--- src/rtl/nmi_arbiter_if.sv ---
// Native memory interface bundle between the two masters (core = m0,
// DMA = m1), the arbiter and the shared bus slave port.
// master: the arbiter's view (forwards requests onto the bus).
// slave : the environment's view (masters plus bus slave).
interface nmi_arbiter_if;
   logic        m0_valid_i;
   logic        m0_instr_i;
   logic [31:0] m0_addr_i;
   logic [31:0] m0_wdata_i;
   logic [3:0]  m0_wstrb_i;
   logic        m0_ready_o;
   logic [31:0] m0_rdata_o;

   logic        m1_valid_i;
   logic        m1_instr_i;
   logic [31:0] m1_addr_i;
   logic [31:0] m1_wdata_i;
   logic [3:0]  m1_wstrb_i;
   logic        m1_ready_o;
   logic [31:0] m1_rdata_o;

   logic        s_valid_o;
   logic        s_instr_o;
   logic [31:0] s_addr_o;
   logic [31:0] s_wdata_o;
   logic [3:0]  s_wstrb_o;
   logic        s_ready_i;
   logic [31:0] s_rdata_i;

   modport master (
      input  m0_valid_i, m0_instr_i, m0_addr_i, m0_wdata_i, m0_wstrb_i,
      output m0_ready_o, m0_rdata_o,
      input  m1_valid_i, m1_instr_i, m1_addr_i, m1_wdata_i, m1_wstrb_i,
      output m1_ready_o, m1_rdata_o,
      output s_valid_o, s_instr_o, s_addr_o, s_wdata_o, s_wstrb_o,
      input  s_ready_i, s_rdata_i
   );

   modport slave (
      output m0_valid_i, m0_instr_i, m0_addr_i, m0_wdata_i, m0_wstrb_i,
      input  m0_ready_o, m0_rdata_o,
      output m1_valid_i, m1_instr_i, m1_addr_i, m1_wdata_i, m1_wstrb_i,
      input  m1_ready_o, m1_rdata_o,
      input  s_valid_o, s_instr_o, s_addr_o, s_wdata_o, s_wstrb_o,
      output s_ready_i, s_rdata_i
   );
endinterface

--- src/rtl/nmi_arbiter.sv ---
// Two-master NMI arbiter: fixed priority to the core (m0), with a DMA (m1)
// wait counter that overrides priority once the DMA has waited MAX_WAIT
// cycles, and a slave-response timeout that force-completes a hung transfer
// with TMO_RDATA and records a sticky error.
module nmi_arbiter #(
   parameter int unsigned MAX_WAIT  = 16,
   parameter int unsigned TIMEOUT   = 1024,
   parameter logic [31:0] TMO_RDATA = 32'hDEAD_BEEF
) (
   input  logic          clk_i,
   input  logic          rst_n_i,
   nmi_arbiter_if.master bus,
   input  logic          err_clr_i,
   output logic          err_o,
   output logic          err_id_o,
   output logic [31:0]   err_addr_o
);

   // Counter widths fall back to one bit when the feature is disabled.
   localparam int unsigned WW = (MAX_WAIT > 0) ? $clog2(MAX_WAIT + 1) : 1;
   localparam int unsigned TW = (TIMEOUT > 0) ? $clog2(TIMEOUT + 1) : 1;
   localparam logic [WW-1:0] WAIT_MAX = WW'(MAX_WAIT);
   localparam logic [TW-1:0] TMO_LAST = (TIMEOUT > 0) ? TW'(TIMEOUT - 1) : '0;

   typedef enum logic [1:0] {
      IDLE = 2'd0,
      GNT0 = 2'd1,
      GNT1 = 2'd2
   } state_t;

   state_t        state;
   state_t        state_nxt;
   logic [WW-1:0] wait_cnt;
   logic [TW-1:0] tmo_cnt;
   logic          granted;
   logic          tmo_fire;
   logic          done;
   logic          dma_first;
   logic [31:0]   gnt_addr;

   assign granted   = (state != IDLE);
   assign tmo_fire  = (TIMEOUT != 0) && granted && !bus.s_ready_i && (tmo_cnt == TMO_LAST);
   assign done      = granted && (bus.s_ready_i || tmo_fire);
   assign dma_first = (MAX_WAIT != 0) && (wait_cnt >= WAIT_MAX);
   assign gnt_addr  = (state == GNT1) ? bus.m1_addr_i : bus.m0_addr_i;

   // Next-state: arbitrate in IDLE, hold the grant until completion or timeout.
   always_comb begin
      state_nxt = state;
      case (state)
         IDLE: begin
            if (bus.m0_valid_i && bus.m1_valid_i) state_nxt = dma_first ? GNT1 : GNT0;
            else if (bus.m0_valid_i)              state_nxt = GNT0;
            else if (bus.m1_valid_i)              state_nxt = GNT1;
         end
         GNT0, GNT1: if (done) state_nxt = IDLE;
         default: state_nxt = IDLE;
      endcase
   end

   // Forward the granted master to the bus and route the response back.
   always_comb begin
      bus.s_valid_o  = 1'b0;
      bus.s_instr_o  = 1'b0;
      bus.s_addr_o   = '0;
      bus.s_wdata_o  = '0;
      bus.s_wstrb_o  = '0;
      bus.m0_ready_o = 1'b0;
      bus.m0_rdata_o = '0;
      bus.m1_ready_o = 1'b0;
      bus.m1_rdata_o = '0;
      case (state)
         GNT0: begin
            bus.s_valid_o  = bus.m0_valid_i;
            bus.s_instr_o  = bus.m0_instr_i;
            bus.s_addr_o   = bus.m0_addr_i;
            bus.s_wdata_o  = bus.m0_wdata_i;
            bus.s_wstrb_o  = bus.m0_wstrb_i;
            bus.m0_ready_o = bus.s_ready_i | tmo_fire;
            bus.m0_rdata_o = tmo_fire ? TMO_RDATA : bus.s_rdata_i;
         end
         GNT1: begin
            bus.s_valid_o  = bus.m1_valid_i;
            bus.s_instr_o  = bus.m1_instr_i;
            bus.s_addr_o   = bus.m1_addr_i;
            bus.s_wdata_o  = bus.m1_wdata_i;
            bus.s_wstrb_o  = bus.m1_wstrb_i;
            bus.m1_ready_o = bus.s_ready_i | tmo_fire;
            bus.m1_rdata_o = tmo_fire ? TMO_RDATA : bus.s_rdata_i;
         end
         default: ;
      endcase
   end

   // State, DMA wait counter, timeout counter and sticky error capture.
   always_ff @(posedge clk_i or negedge rst_n_i) begin
      if (!rst_n_i) begin
         state      <= IDLE;
         wait_cnt   <= '0;
         tmo_cnt    <= '0;
         err_o      <= 1'b0;
         err_id_o   <= 1'b0;
         err_addr_o <= '0;
      end else begin
         state <= state_nxt;

         if (MAX_WAIT != 0) begin
            if (state == IDLE && state_nxt == GNT1)
               wait_cnt <= '0;
            else if (bus.m1_valid_i && state != GNT1 && wait_cnt != WAIT_MAX)
               wait_cnt <= wait_cnt + 1'b1;
         end

         if (state == IDLE)
            tmo_cnt <= '0;
         else if (!bus.s_ready_i && TIMEOUT != 0)
            tmo_cnt <= tmo_cnt + 1'b1;

         // A capture takes precedence over a coincident clear.
         if (tmo_fire) begin
            err_o      <= 1'b1;
            err_id_o   <= (state == GNT1);
            err_addr_o <= gnt_addr;
         end else if (err_clr_i) begin
            err_o      <= 1'b0;
            err_id_o   <= 1'b0;
            err_addr_o <= '0;
         end
      end
   end

endmodule
--- src/flat_wrapper.sv ---
// flat-port wrapper written by rule: the top's interface ports become plain ports
module nmi_arbiter_flat 
#(
   parameter int unsigned MAX_WAIT  = 16,
   parameter int unsigned TIMEOUT   = 1024,
   parameter logic [31:0] TMO_RDATA = 32'hDEAD_BEEF
)
  (clk_i, rst_n_i, err_clr_i, err_o, err_id_o, err_addr_o, bus_m0_valid_i, bus_m0_instr_i, bus_m0_addr_i, bus_m0_wdata_i, bus_m0_wstrb_i, bus_m0_ready_o, bus_m0_rdata_o, bus_m1_valid_i, bus_m1_instr_i, bus_m1_addr_i, bus_m1_wdata_i, bus_m1_wstrb_i, bus_m1_ready_o, bus_m1_rdata_o, bus_s_valid_o, bus_s_instr_o, bus_s_addr_o, bus_s_wdata_o, bus_s_wstrb_o, bus_s_ready_i, bus_s_rdata_i);
  nmi_arbiter_if bus_i ();
  input  logic clk_i;
  input  logic rst_n_i;
  input  logic err_clr_i;
  output logic err_o;
  output logic err_id_o;
  output logic [31:0] err_addr_o;
  input wire logic [$bits(bus_i.m0_valid_i)-1:0] bus_m0_valid_i;
  input wire logic [$bits(bus_i.m0_instr_i)-1:0] bus_m0_instr_i;
  input wire logic [$bits(bus_i.m0_addr_i)-1:0] bus_m0_addr_i;
  input wire logic [$bits(bus_i.m0_wdata_i)-1:0] bus_m0_wdata_i;
  input wire logic [$bits(bus_i.m0_wstrb_i)-1:0] bus_m0_wstrb_i;
  output wire logic [$bits(bus_i.m0_ready_o)-1:0] bus_m0_ready_o;
  output wire logic [$bits(bus_i.m0_rdata_o)-1:0] bus_m0_rdata_o;
  input wire logic [$bits(bus_i.m1_valid_i)-1:0] bus_m1_valid_i;
  input wire logic [$bits(bus_i.m1_instr_i)-1:0] bus_m1_instr_i;
  input wire logic [$bits(bus_i.m1_addr_i)-1:0] bus_m1_addr_i;
  input wire logic [$bits(bus_i.m1_wdata_i)-1:0] bus_m1_wdata_i;
  input wire logic [$bits(bus_i.m1_wstrb_i)-1:0] bus_m1_wstrb_i;
  output wire logic [$bits(bus_i.m1_ready_o)-1:0] bus_m1_ready_o;
  output wire logic [$bits(bus_i.m1_rdata_o)-1:0] bus_m1_rdata_o;
  output wire logic [$bits(bus_i.s_valid_o)-1:0] bus_s_valid_o;
  output wire logic [$bits(bus_i.s_instr_o)-1:0] bus_s_instr_o;
  output wire logic [$bits(bus_i.s_addr_o)-1:0] bus_s_addr_o;
  output wire logic [$bits(bus_i.s_wdata_o)-1:0] bus_s_wdata_o;
  output wire logic [$bits(bus_i.s_wstrb_o)-1:0] bus_s_wstrb_o;
  input wire logic [$bits(bus_i.s_ready_i)-1:0] bus_s_ready_i;
  input wire logic [$bits(bus_i.s_rdata_i)-1:0] bus_s_rdata_i;
  assign bus_i.m0_valid_i = bus_m0_valid_i;
  assign bus_i.m0_instr_i = bus_m0_instr_i;
  assign bus_i.m0_addr_i = bus_m0_addr_i;
  assign bus_i.m0_wdata_i = bus_m0_wdata_i;
  assign bus_i.m0_wstrb_i = bus_m0_wstrb_i;
  assign bus_m0_ready_o = bus_i.m0_ready_o;
  assign bus_m0_rdata_o = bus_i.m0_rdata_o;
  assign bus_i.m1_valid_i = bus_m1_valid_i;
  assign bus_i.m1_instr_i = bus_m1_instr_i;
  assign bus_i.m1_addr_i = bus_m1_addr_i;
  assign bus_i.m1_wdata_i = bus_m1_wdata_i;
  assign bus_i.m1_wstrb_i = bus_m1_wstrb_i;
  assign bus_m1_ready_o = bus_i.m1_ready_o;
  assign bus_m1_rdata_o = bus_i.m1_rdata_o;
  assign bus_s_valid_o = bus_i.s_valid_o;
  assign bus_s_instr_o = bus_i.s_instr_o;
  assign bus_s_addr_o = bus_i.s_addr_o;
  assign bus_s_wdata_o = bus_i.s_wdata_o;
  assign bus_s_wstrb_o = bus_i.s_wstrb_o;
  assign bus_i.s_ready_i = bus_s_ready_i;
  assign bus_i.s_rdata_i = bus_s_rdata_i;
  nmi_arbiter #(.MAX_WAIT(MAX_WAIT), .TIMEOUT(TIMEOUT), .TMO_RDATA(TMO_RDATA)) u_core (.clk_i(clk_i), .rst_n_i(rst_n_i), .bus(bus_i), .err_clr_i(err_clr_i), .err_o(err_o), .err_id_o(err_id_o), .err_addr_o(err_addr_o));
endmodule
--- config.mk ---
export PLATFORM = sky130hd
export DESIGN_NAME = nmi_arbiter_flat
export DESIGN_NICKNAME = d
export VERILOG_FILES = /design/src/rtl/nmi_arbiter_if.sv /design/src/rtl/nmi_arbiter.sv /design/src/flat_wrapper.sv
export SDC_FILE = /design/constraint.sdc
export NUM_CORES = 1
export LEC_CHECK = 0
export ABC_CLOCK_PERIOD_IN_PS = 3000
export BUFFER_PORTS_ARGS = -buffer_cell sky130_fd_sc_hd__buf_4
export CAP_MARGIN = 20
export CELL_PAD_IN_SITES_DETAIL_PLACEMENT = 1
export CELL_PAD_IN_SITES_GLOBAL_PLACEMENT = 2
export CORE_MARGIN = 2
export CORE_UTILIZATION = 19
export CTS_CLUSTER_SIZE = 24
export DETAILED_ROUTE_END_ITERATION = 10
export PLACE_DENSITY_LB_ADDON = 0.1
export SETUP_SLACK_MARGIN = 0.05
export SLEW_MARGIN = 20
export SYNTH_ARGS = -nofsm -noshare
export SYNTH_HDL_FRONTEND = slang
export SYNTH_SLANG_ARGS = --single-unit
--- constraint.sdc ---
create_clock -name clk_i -period 3 [get_ports clk_i]
set_input_delay 0.6 -clock clk_i [delete_from_list [all_inputs] [get_ports clk_i]]
set_output_delay 0.6 -clock clk_i [all_outputs]
set_load 0.02 [all_outputs]
; After elaboration in Yosys (flattened, before gate mapping)
; Cells that the tools add are included.
[word_totals]
ff_bits = 52
inputBits = 176
output_inout_bits = 170
word_cells = 57
[classes]
add_sub_neg = 2
magnitude_cmp = 1
n_eq_ne = 7
muxes = 26
n_bitwise = 1
reduce_logical = 14
[ops]
columns = op, count
row1 = $mux 32, 6
row2 = $pmux 32 s2, 2
row3 = $mux 11, 2
row4 = $add 11x1->11 const B, 1
row5 = $eq 11x10->1 const B, 1
row6 = $mux 2, 5
row7 = $mux 5, 2
row8 = $pmux 4 s2, 1
row9 = $logic_and 1x1->1, 7
row10 = $reduce_bool 2->1, 3
row11 = $add 5x1->5 const B, 1
row12 = $ge 5x5->1 const B, 1
row13 = $mux 1, 5
row14 = $ne 5x5->1 const B, 1
row15 = $eq 2x2->1 const B, 2
row16 = $pmux 1 s2, 2
row17 = $pmux 2 s2, 1
row18 = $eq 2x1->1 const B, 1
row19 = $logic_not 2->1, 1
row20 = $ne 2x1->1 const B, 1
row21 = $ne 2x2->1 const B, 1
row22 = $reduce_or 2->1, 1
row23 = $logic_not 1->1, 1
row24 = $logic_or 1x1->1, 1
row25 = $or 1x1->1, 1

; Depth between registers and ports, before layout
; Gate-level depths: netlist of the first run.
[depth]
depth_word = 10
mapped_depth = 8
ltp_nobuf = 6

; Least setup slack after synthesis of the first run
; OpenSTA, ideal clock, no wires.
[synth_timing]
path_kind = reg-to-output
startpoint = reg u_core.state[0]
endpoint = out bus_m1_rdata_o[20]
t_arrival_ns = 1.961
required_time_ns = 2.400
slack_ns = 0.439
stages_incl_launch_ff = 8
path_buffers = 2
cell_sequence = dfrtp_1 -> inv_1 -> ha_1 -> or2_1 -> or4_1 -> buf_4 -> buf_6 -> and3_1
[synth_via]
elab_chain_cells = 5
word_cells_on_any_way = 6
cone_classes = 1 x eq/ne / 2 x mux / 3 x reduce/logical
[synth_lines]
columns = item, line
row1 = "start, declared", nmi_arbiter.sv:31  ; state_t state;
row2 = "start signal, assigned", nmi_arbiter.sv:105  ; state <= state_nxt;
row3 = $reduce_bool 2->1, nmi_arbiter.sv:41  ; assign granted = (state != IDLE);
row4 = $logic_and 1x1->1 (2 in series), nmi_arbiter.sv:42  ; assign tmo_fire = (TIMEOUT != 0) && granted && !bus.s_ready_i && (tmo_cnt == TMO_LAST);
row5 = $mux 32, nmi_arbiter.sv:89  ; bus.m1_rdata_o = tmo_fire ? TMO_RDATA : bus.s_rdata_i;
row6 = $mux 32 *, nmi_arbiter.sv:72  ; case (state)
row7 = "end, declared", flat_wrapper.sv:29  ; output wire logic [$bits(bus_i.m1_rdata_o)-1:0] bus_m1_rdata_o;
; Mark *: on every way between the ends. The rest lies on a longest branch, timed or not.

; Final worst setup path of the first run
[layout_timing]
startpoint = reg u_core.state[0]
endpoint = out bus_m0_rdata_o[29]
[layout_via]
elab_chain_cells = 5
word_cells_on_any_way = 6
cone_classes = 1 x eq/ne / 2 x mux / 3 x reduce/logical
[layout_lines]
columns = item, line
row1 = $reduce_bool 2->1, nmi_arbiter.sv:41
row2 = $logic_and 1x1->1 (2 in series), nmi_arbiter.sv:42
row3 = $mux 32, nmi_arbiter.sv:80  ; bus.m0_rdata_o = tmo_fire ? TMO_RDATA : bus.s_rdata_i;
row4 = $mux 32 *, nmi_arbiter.sv:72
row5 = "end, declared", flat_wrapper.sv:22  ; output wire logic [$bits(bus_i.m0_rdata_o)-1:0] bus_m0_rdata_o;
; Marks and branches as above.

==> impl_summary.md, run 1 <==
Outcome
The flow ran to the end, and the final reports show no timing, DRC or antenna violations.

Power
The combinational share of power is 0.708. The clock power share is 0.124. Power spread over the standard cell area amounts to 667 nW/um^2. The share of total power dissipated in sequential elements is 0.169. The cell-internal power is 2490 uW. Summed over all nets, the switching power comes to 2300 uW. The largest vdd supply drop is 0.239 mV. The switching power share of the total is 0.479. The leakage power of the design is 0.00347 uW.

Layout
The leading cell type in the layout, fill and taps excluded is buf_4. The repair_antennas step left the layout with diodes totalling 0. The filler cell count is 2537.

After the last flow step, the layout net total stands at 997. The utilization of the core after routing is 0.340. The final instance area is 7190 um^2. The share of final-layout standard cells stronger than drive strength 1 is 0.459.

The growth of design area from synthesis to finish is 74.1%. The library cells used most frequently in the layout, excluding fill and tap cells, are buf_4, nor2_1, a22oi_1.

Route
Detailed routing inserted a total of 5125 vias. The count of nets left with antenna violations once routing finished came out at 0. The first-pass detailed-route iteration total is 4. The average wire per standard cell is 18.5 um. After the first detailed-routing iteration, the DRC count stood at 163.

For this run, design rule violations remaining after detail routing come to 0. Wires add up to 20.2 mm. The number of vias per cell is 4.70.

Yosys
After synthesis, the cell types taking the most area are dfrtp_1, a22oi_1, o21a_1. The synthesized area divided by synthesized cell count is 8.31 um^2. Of the synthesized area, sequential elements account for 0.315. The Yosys step of the flow raised 0 warnings. Counting flops and latches in the post-synthesis netlist gives 52.

The cell accounting for the most synthesized area is dfrtp_1. The distinct cell type count after synthesis is 38. The fraction of synthesized cell area taken by the top area cell type is 0.315.

The cell area that synthesis handed to floorplanning was 4130 um^2. Counting every net in the synthesized netlist gives 680. The number of instances in the synthesized netlist is 497.

Global route
The total overflow reported by the global router is 0. The initial antenna violation count is 0. The first global-routing pass estimated 29.8 mm of wire.

Across every metal layer, demand over resource in global routing totals 0.165. Entering global routing, the biggest net connects 67 pins. The number of global-route vias before repair was 5450.

Clock network
In this run, post-CTS hold repair placed 0 buffers. Clock latency on the worst-skew pair, taken at its later pin, is 0.29 ns. TritonCTS built the clock tree.

Clock tree synthesis inserted a total of 5 buffers. The clock transition time at the flip-flop clock pins of the worst setup and hold paths is 0.07 ns. Clock tree synthesis selected as its root buffer the cell clkbuf_16. No sink is reached through more buffers than the 2 on the longest clock path. The clock net in this run drives a total of 52 sinks. The clock tree synthesis step divided the H-tree into 2 levels.

Timing
Setup repair after global routing left no endpoint under its margin. Dividing the final minimum period by the clock period gives 0.951. The minimum period implied by the final worst setup slack is 2.85 ns. The worst-case headroom to the max-slew limit is 0.521. The number of hold violations in the final report is 0. For the pin with the worst max-slew slack, the measured transition is 0.719 ns.

Static timing analysis puts the maximum clock frequency at 350 MHz. The number of setup violations in the final report is 0. The clock skew after layout is 0.00658 ns. The number of slew-limit violations in the final report is 0. After routing, the total negative slack on setup checks comes to 0 ns. The tightest hold path in the finished design has a slack of 0.352 ns.

Die
The I/O pin count is 346. In this run the vertical extent of the chip is 151 um. Row generation in the floorplan step produced 53 rows. The standard cell core area is 21200 um^2. For this configuration, the core starts out at a cell density of 0.195. The floorplan step defined a die boundary enclosing 22900 um^2.

In this run the horizontal extent of the chip is 151 um.

Worst setup path
The worst setup path is launched from a flop. The critical path depth is 6. The worst path buffer plus inverter count is 2. The worst setup path startpoint is u_core.state[0].

The critical path capture point type is an output port. The critical path required time is 2.40 ns. The cell family contributing the most delay on the critical path is simple AND/OR/NAND/NOR gates. The worst flop-to-flop path startpoint is u_core.state[0]. The class of the most critical setup path is flop to output port. Traced cell by cell, the critical path runs through inv_1 -> ha_1 -> or2_1 -> or4_4 -> and3_1 -> buf_4. Of all nets on the critical path, the largest fanout is 17. For this run, the slowest stage of the critical path takes 0.60 ns. The arrival time at the worst endpoint is 2.25 ns. For this design, the slowest cell found on the critical path is or4_4.

The depth of the worst register-to-register path is 7.

Worst hold path
The worst hold path belongs to the class input pin to asynchronous set/reset pin.

Place
The estimated wirelength of the detail-placed design is 16.0 mm. The post-placement cell area is 7020 um^2. The count of input and output buffers is 345.

The congestion estimate from routability-driven global placement came to 0.756.

Job
The tool flagged a number of max-cap violations equal to 0.
## cells by family after synthesis
| kind of cell | after synthesis | synth area share |
|---|---|---|
| simple gates | 169 | 0.212 |
| compound gates | 165 | 0.276 |
| buf+inv | 59 | 0.0700 |
| flops | 52 | 0.315 |
| mux | 34 | 0.0824 |
| xor+xnor | 11 | 0.0233 |
| fa+ha+maj | 7 | 0.0212 |
## through the flow
step	total power [uW]	cells	setup WS, ns
detailed placement	4240	1080	0.0965
CTS	4870	1090	0.148
floorplan	2760	497	0.439
finish	4790	1090	0.146
global placement	4190	1080	0.208
global route	5160	1090	0.0791
## routing by layer
layer	vias to the layer above	GRT usage	wire, um
met1	2473	0.190	7700
met4	0	0.0294	252
met2	209	0.304	10500
met3	13	0.0470	1730
li1	2430	-	-
met5	-	0	0
## Yosys cell counts
cell type,n
and3_1,16
nor2_1,84
nand4b_1,1
o21ai_1,32
o31a_1,1
nand4_1,3
o21a_1,48
nor4_2,1
xor2_1,4
xnor2_1,7
a31oi_1,1
inv_1,7
or3_1,2
clkbuf_1,38
mux2i_1,34
o22ai_1,1
inv_2,1
buf_4,1
buf_6,8
a21oi_1,5
o21ai_0,4
a311o_1,1
buf_2,3
a2bb2oi_1,1
a22oi_1,70
or2_1,1
nand3_2,1
dfrtp_1,52
ha_1,7
buf_1,1
nor3_1,5
nand2b_1,2
or4_1,1
a2111oi_1,1
nand3b_1,35
nand2_1,9
nor2b_1,6
nand3_1,2
## power groups by stage
stage | clock network, uW | logic, uW | registers [uW]
floorplan | 0 | 1950 | 810
global placement | 0 | 3360 | 823
detailed placement | 0 | 3410 | 831
CTS | 618 | 3450 | 807
global route | 648 | 3700 | 817
finish | 594 | 3390 | 808
## final timing paths
path	to	slack (ns)
worst max-delay path	bus_m0_rdata_o[29]	0.15
worst min-delay path	u_core.err_addr_o[16]	0.35
worst max register to register	u_core.err_addr_o[6]	0.62
worst min register to register	u_core.err_id_o	0.51
max in group asynchronous	u_core.err_addr_o[6]	2.16
min in group clk_i	u_core.err_id_o	0.51
## worst reg2reg max path, cell delays in order, from the launching register on
cell,delay [ns]
dfrtp_1,0.36
inv_1,0.10
ha_1,0.23
or2_1,0.29
or4_4,0.60
buf_4,0.35
nand3b_1,0.24
o21ai_1,0.07
## sequential cells by signal (all words and copies together) (netlist names)
name and flops:
u_core.err_addr_o 32, u_core.err_id_o 1, u_core.err_o 1, u_core.state 2, u_core.tmo_cnt 11, u_core.wait_cnt 5
## timing repair
action	4_1_cts	5_1_grt
endpoints found under the setup margin	16	0
endpoints found under the hold margin	0	0
setup buffers	2	0
resized for setup	1	0
## layout make-up
cell class | instances | area [um^2] | share of cell area
repair buffers | 361 | 2790 | 0.388
clock buffers | 7 | 143 | 0.0198
flip-flops and latches | 52 | 1300 | 0.181
multi-input cells | 386 | 2580 | 0.358
clock inverters | 1 | 7.51 | 0.00104
well taps | 275 | 344 | 0.0479
inverters | 8 | 30.0 | 0.00418
No activity file was read; power rests on OpenSTA's default activity.
==> run 2, diff against run 1 <==
- ABC_CLOCK_PERIOD_IN_PS: 3000 -> 3200
- HOLD_SLACK_MARGIN: not set -> 0.08
- MAX_ROUTING_LAYER: not set -> met4
- clock period: 3 -> 3.2 ns (I/O delays scaled with it)
==> run 2 against run 1 <==
Net effect: clock power increased by 3.5%; critical path depth unchanged; register-to-register slack improved by 0.11 ns; flip-flop and latch count unchanged; largest power group unchanged; sequential power decreased by 5.2%; non-clock buffer count decreased by 5; wire length increased by 0.12%; via count decreased by 2.0%; clock-buffer cell count decreased by 1; first-iteration DRC count increased by 23%; sequential share of layout area increased by 0.092 points; combinational power decreased by 7.7%; highest routed layer unchanged.
==> impl_summary.md, run 2 (same netlist as run 1, synthesis figures left out) <==
Worst setup path
The class of the most critical setup path is flop to output port. The number of buffers and inverters on the critical path is 2. The worst register-to-register path has a setup slack of 0.73 ns. Traced cell by cell, the critical path runs through inv_1 -> ha_1 -> or2_1 -> or4_4 -> and3_1 -> buf_4. The arrival time at the worst endpoint is 2.38 ns. The worst-path maximum fanout is 23. On the critical path the largest part of the delay comes from simple AND/OR/NAND/NOR gates. The critical path capture point type is an output port. The standard cell with the maximum stage delay on the critical path is or4_4.

For this run, the slowest stage of the critical path takes 0.58 ns. The kind of launch point of the worst setup path is a flop. The critical path required time is 2.56 ns.

Timing
The number of slew-limit violations in the final report is 0. Setup repair after global routing left no endpoint under its margin. The number of hold violations in the final report is 0. Setup violations remaining at the end of the flow were counted as 0. The minimum period implied by the final worst setup slack is 3.02 ns. The worst-case headroom to the max-slew limit is 0.523.

The clock skew after layout is 0.00564 ns. Setup total negative slack on the finished layout was measured at 0 ns. At the pin with the least slew margin, the transition time is 0.715 ns. For this run, the top clock speed supported by timing is 331 MHz. The post-route fraction of the period consumed by the critical path is 0.944.

Clock network
Counting along the longest clock path gives a buffer depth of 2. Clock-pin slew was measured on the worst setup and hold paths at 0.07 ns. Clock tree synthesis found a total of 52 sinks. The later pin in the worst-skew pair is clocked with a latency of 0.30 ns. TritonCTS built the clock tree. The count of H-tree levels built during CTS is 2. The buffer cell driving the clock tree root is clkbuf_16. TritonCTS created 5 clock buffers.

Global route
The number of global-route vias before repair is 5277. For this run, the total global-route usage over all layers was measured as 0.169. Entering global routing, the biggest net connects 61 pins. The first global-routing pass estimated 29.2 mm of wire. The initial antenna violation count is 0. The total overflow reported by the global router is 0.

Layout
The leading cell type in the layout, fill and taps excluded is buf_4. The register with the most flip-flops in the layout has 32 of them. In the final layout, the share of cells above drive strength 1 is 0.456. The largest registers in the layout are u_core.err_addr_o (32), u_core.tmo_cnt (11), u_core.wait_cnt (5). Once layout is complete, the utilization of the core stands at 0.338. The net count of the finished layout is 992. In the layout the commonest cells are buf_4, nor2_1, a22oi_1. From synthesis to final layout, the design area changed by 73.2%. The final antenna diode count is 0. The register with the most flip-flops is u_core.err_addr_o.

Route
After detailed routing, the number of remaining DRC violations is 0. In the final routed layout, each cell accounts on average for 18.6 um. The first detailed-routing pass ran for 4 iterations. The initial detailed-routing violation count is 200. The number of vias per cell is 4.63. The count of nets left with antenna violations once routing finished came out at 0. Summing over every cut layer, the via total after detailed routing is 5023. The total wire length after detailed routing is 20.2 mm.

Place
At the end of routability-driven placement, the weighted congestion stood at 0.777. The estimated wirelength of the detail-placed design is 15.7 mm. The count of input and output buffers is 345.

Die
After floorplanning, the core was divided into 53 placement rows. The total area inside the core boundary comes to 21200 um^2. In this run the horizontal extent of the chip is 151 um. The starting density of the core is 0.195. The floorplan step defined a die boundary enclosing 22900 um^2.

Measured along the y axis, the die boundary spans 151 um. The I/O pin count is 346.

Power
The worst-case IR drop observed on VDD is 0.489 mV. Power spread over the standard cell area amounts to 631 nW/um^2. The leakage power of the design is 0.00345 uW.

Outcome
The run finished with clean final reports.

Worst hold path
The path class of the lowest-slack min-delay path is input pin to asynchronous set/reset pin.

Job
The tool flagged a number of max-cap violations equal to 0.
[run 2: worst reg2reg max path, cell delays in order, from the launching register on]
cell      delay [ns]
dfrtp_1         0.45
inv_1           0.14
ha_1            0.23
or2_1           0.28
or4_4           0.58
buf_4           0.36
nand3b_1        0.21
o21ai_1         0.08
[run 2: cell type report]
class                   count  area (um^2)
clock buffers               6          129
clock inverters             2         35.0
fillers                  2507        14000
inverters                   8         30.0
multi-input cells         386         2580
flip-flops and latches     52         1300
well taps                 275          344
repair buffers            356         2740
[run 2: power breakdown]
| group | total (uW) | switching [uW] | internal, uW |
|---|---|---|---|
| logic | 3130 | 1850 | 1280 |
| registers | 766 | 59.0 | 707 |
| clock network | 615 | 246 | 369 |
| total | 4510 | 2150 | 2360 |
[run 2: worst paths after layout]
kind | start | to | cells after the start
min in group clk_i | u_core.err_id_o | u_core.err_id_o | 2
max in group asynchronous | rst_n_i | u_core.err_addr_o[31] | 1
setup reg to reg | u_core.state[0] | u_core.err_addr_o[15] | 7
hold reg to reg | u_core.err_id_o | u_core.err_id_o | 2
setup / recovery | u_core.state[0] | bus_m0_rdata_o[20] | 6
hold / removal | rst_n_i | u_core.wait_cnt[1] | 1
[run 2: per-layer routing]
| metal | global-route usage | routed length, um |
|---|---|---|
| met1 | 0.194 | 7960 |
| met2 | 0.299 | 10300 |
| met3 | 0.0398 | 1650 |
| met4 | 0.0360 | 237 |
| met5 | - | 0 |
[run 2: metrics by stage]
stage          std cells  setup slack [ns]  total power [uW]  hold WS, ns  cell area, um^2
3_3_place_gp        1077             0.266              3900        0.492             6980
5_1_grt             1085            0.0705              4830        0.436             7150
6_report            1085             0.179              4510        0.392             7150
4_1_cts             1085            0.0908              4600        0.421             7150
3_5_place_dp        1077             0.144              3950        0.500             6980
2_1_floorplan        497             0.599              2580        0.344             4130
[run 2: repair_timing]
action	4_1_cts	5_1_grt
endpoints found under the hold margin	0	0
setup endpoints to repair	16	16
hold buffers	0	0
buffers inserted	0	0
pin swaps	0	1
resized for setup	1	0
cloned	0	0
==> run 3, diff against run 2 <==
- ABC_CLOCK_PERIOD_IN_PS: 3200 -> 3400
- MAX_ROUTING_LAYER: met4 -> not set
- clock period: 3.2 -> 3.4 ns (I/O delays scaled with it)
==> run 3 against run 2 <==
Net effect: wire length rose by 1.4%; sequential share of layout area shrank 0.054 points; via count grew 1.5%; clock power down 2%; critical path depth up 1; sequential power shrank 5.9%; register-to-register slack better by 0.14 ns; critical endpoint is now bus_m1_rdata_o[30].
==> impl_summary.md, run 3 (same netlist as run 1, synthesis figures left out) <==
Timing
The clock skew after layout is 0.00881 ns. Subtracting the final worst setup slack from the clock period gives 3.12 ns. The worst-case headroom to the max-slew limit is 0.514. At the pin with the least slew margin, the transition time is 0.730 ns. In the finished design, the share of the clock period the worst path needs comes to 0.918. In the final timing run, aggregate negative setup slack is 0 ns.

The number of slew-limit violations in the final report is 0. The number of setup violations in the final report is 0. Setup repair after global routing left no endpoint under its margin. The number of hold violations in the final report is 0. Static timing analysis puts the maximum clock frequency at 320 MHz.

Route
The detailed router used layers up to and including met4. The initial detailed-routing violation count is 163. The pre-antenna-repair detailed-routing pass consisted of 6 iterations.

Wire segments on met2 add up to 10.5 mm in the final route. Summed over all layers, the routed wires come to 20.5 mm. The post-route DRC violation count is 0. The detail route stage leaves a number of antenna-violating nets equal to 0.

The wire length on met1 is 7.75 mm. After detailed routing, the average wire length per cell comes to 18.8 um. The via count is 5100. The met3 wire length is 1.86 mm. In the routed layout, each cell is associated on average with a via count of 4.70.

Worst setup path
In this run the worst setup path terminates at bus_m1_rdata_o[30]. By instance count, the cell type seen most on the critical path is buf_4. For this design, the slowest cell found on the critical path is buf_4. The worst setup path is captured at an output port. The worst register-to-register path begins at u_core.state[0]. In this run the worst setup path begins at u_core.state[0]. The number of cells on the worst reg-to-reg path is 7.

For flop-to-flop paths, the worst setup slack is 0.87 ns. Walking the worst path, the cells encountered are inv_1 -> ha_1 -> or2_1 -> nor4_4 -> buf_4 -> o21a_1 -> buf_4. Data on the critical path is required at its endpoint by 2.72 ns. Data arrives at the worst endpoint at 2.44 ns. By startpoint and endpoint, the worst setup path is classified as flop to output port. STA classifies the critical path startpoint as a flop. The delay contributed by the slowest stage of the critical path is 0.47 ns. Of all nets on the critical path, the largest fanout is 49. In this run the critical register-to-register path is captured at u_core.err_addr_o[6].

Global route
The total overflow reported by the global router is 0. The global-route wire length before repair is 29.6 mm. Across every metal layer, demand over resource in global routing totals 0.165. The number of global-route vias before repair is 5314. Entering global routing, the biggest net connects 67 pins.

The initial antenna violation count was 0.

Clock network
The count of clock tree sinks is 52. After clock tree synthesis, the flow added hold-fix buffers numbering 0. In this run the number of H-tree levels came out at 2. In this run, CTS created clock tree buffers numbering 5. Clock-pin slew was measured on the worst setup and hold paths at 0.07 ns. The number of setup buffers added after CTS is 0. No sink is reached through more buffers than the 2 on the longest clock path. The TritonCTS clock tree is built. The buffer cell driving the clock tree root is clkbuf_16. The later pin in the worst-skew pair is clocked with a latency of 0.29 ns.

Layout
In the layout the commonest cells are buf_4, nor2_1, a22oi_1. The final layout contains 993 nets. The register with the most flip-flops is u_core.err_addr_o. Leaving out fill and tap cells, the most frequent cell in the layout is buf_4. After filler insertion, the fill cell instance count of the layout stands at 2525. The number of antenna diodes in the final layout is 0. The growth of design area from synthesis to finish is 73.7%. The number of flip-flops under the largest register name is 32.

In the final layout, the share of cells above drive strength 1 is 0.457. The largest registers in the layout are u_core.err_addr_o (32), u_core.tmo_cnt (11), u_core.wait_cnt (5).

Die
Measured along the x axis, the die boundary spans 151 um. The area enclosed by the die boundary is 22900 um^2. The floorplan has 53 rows. During I/O placement, the number of pins put on the boundary was 346. The initial utilization of the core area, before any placement, comes to 0.195. Measured along the y axis, the die boundary spans 151 um. The standard cell core area is 21200 um^2.

Power
The switching power share of the total is 0.474. IR analysis of the VDD net gives a maximum drop of 0.410 mV. Of the total power, registers draw 0.168. The combinational share of power is 0.692.

The cell-internal power is 2260 uW. For this design the static power due to leakage is 0.00347 uW. The clock power share is 0.140.

In this run the power density over the cells is 599 nW/um^2. In this run the power spent charging and discharging nets is 2030 uW. Overall power consumption after layout is estimated at 4290 uW.

Place
The placer's final routability congestion estimate is 0.772. The count of input and output buffers is 345. The estimated wirelength of the detail-placed design is 16.1 mm.

Worst hold path
The tightest min-delay check is of the input pin to asynchronous set/reset pin type.

Outcome
The flow ran to the end, and the final reports show no timing, DRC or antenna violations.

Job
The max-cap violation count is 0.
[run 3: final cells by class]
type	count	area (um^2)	share of cell area
Inverter	8	30.0	0.00419
Timing Repair Buffer	357	2740	0.382
Clock inverter	2	38.8	0.00541
Tap cell	275	344	0.0480
Sequential cell	52	1300	0.181
Multi-Input combinational cell	386	2580	0.359
Clock buffer	6	139	0.0194
[run 3: power groups by stage]
stage               sequential [uW]  combinational (uW)  clock (uW)
floorplan                       714                1720           0
global placement                726                2970           0
detailed placement              733                3030           0
CTS                             722                3030         629
global route                    727                3220         648
finish                          721                2970         601
[run 3: what timing repair did]
action	CTS	global route
hold endpoints to repair	0	0
setup endpoints to repair	0	16
resized for setup	0	1
[run 3: worst max-delay path, delay by kind of cell (launching register included)]
| family | cells | cell delay (ns) |
|---|---|---|
| AOI/OAI and AO/OA | 1 | 0.18 |
| DFF | 1 | 0.44 |
| buffers and inverters | 3 | 0.74 |
| adders and majority gates | 1 | 0.23 |
| and+or+nand+nor | 2 | 0.54 |
[run 3: how the worst min path moves through the flow]
stage | end | start | cells after the start
2_1_floorplan | u_core.err_addr_o[0] | rst_n_i | 0
3_3_place_gp | u_core.err_id_o | u_core.err_id_o | 2
3_5_place_dp | u_core.err_id_o | u_core.err_id_o | 2
4_1_cts | u_core.err_addr_o[13] | rst_n_i | 1
5_1_grt | u_core.wait_cnt[4] | rst_n_i | 1
6_report | u_core.err_addr_o[16] | rst_n_i | 1
[run 3: metal layers]
layer / up-vias / global-route usage
li1: 2425 / -
met2: 237 / 0.298
met5: - / 0
met3: 21 / 0.0464
met1: 2417 / 0.192
met4: 0 / 0.0383
[run 3: metrics by stage]
step | utilization | area, um^2 | hold WS (ns) | setup WS (ns) | instances
finish | 0.339 | 7170 | 0.422 | 0.278 | 1086
global route | 0.339 | 7170 | 0.476 | 0.0952 | 1086
CTS | 0.339 | 7170 | 0.472 | 0.0864 | 1086
detailed placement | 0.331 | 6990 | 0.503 | 0.421 | 1078
global placement | 0.331 | 6990 | 0.490 | 0.526 | 1078
floorplan | - | 4130 | 0.384 | 0.759 | 497
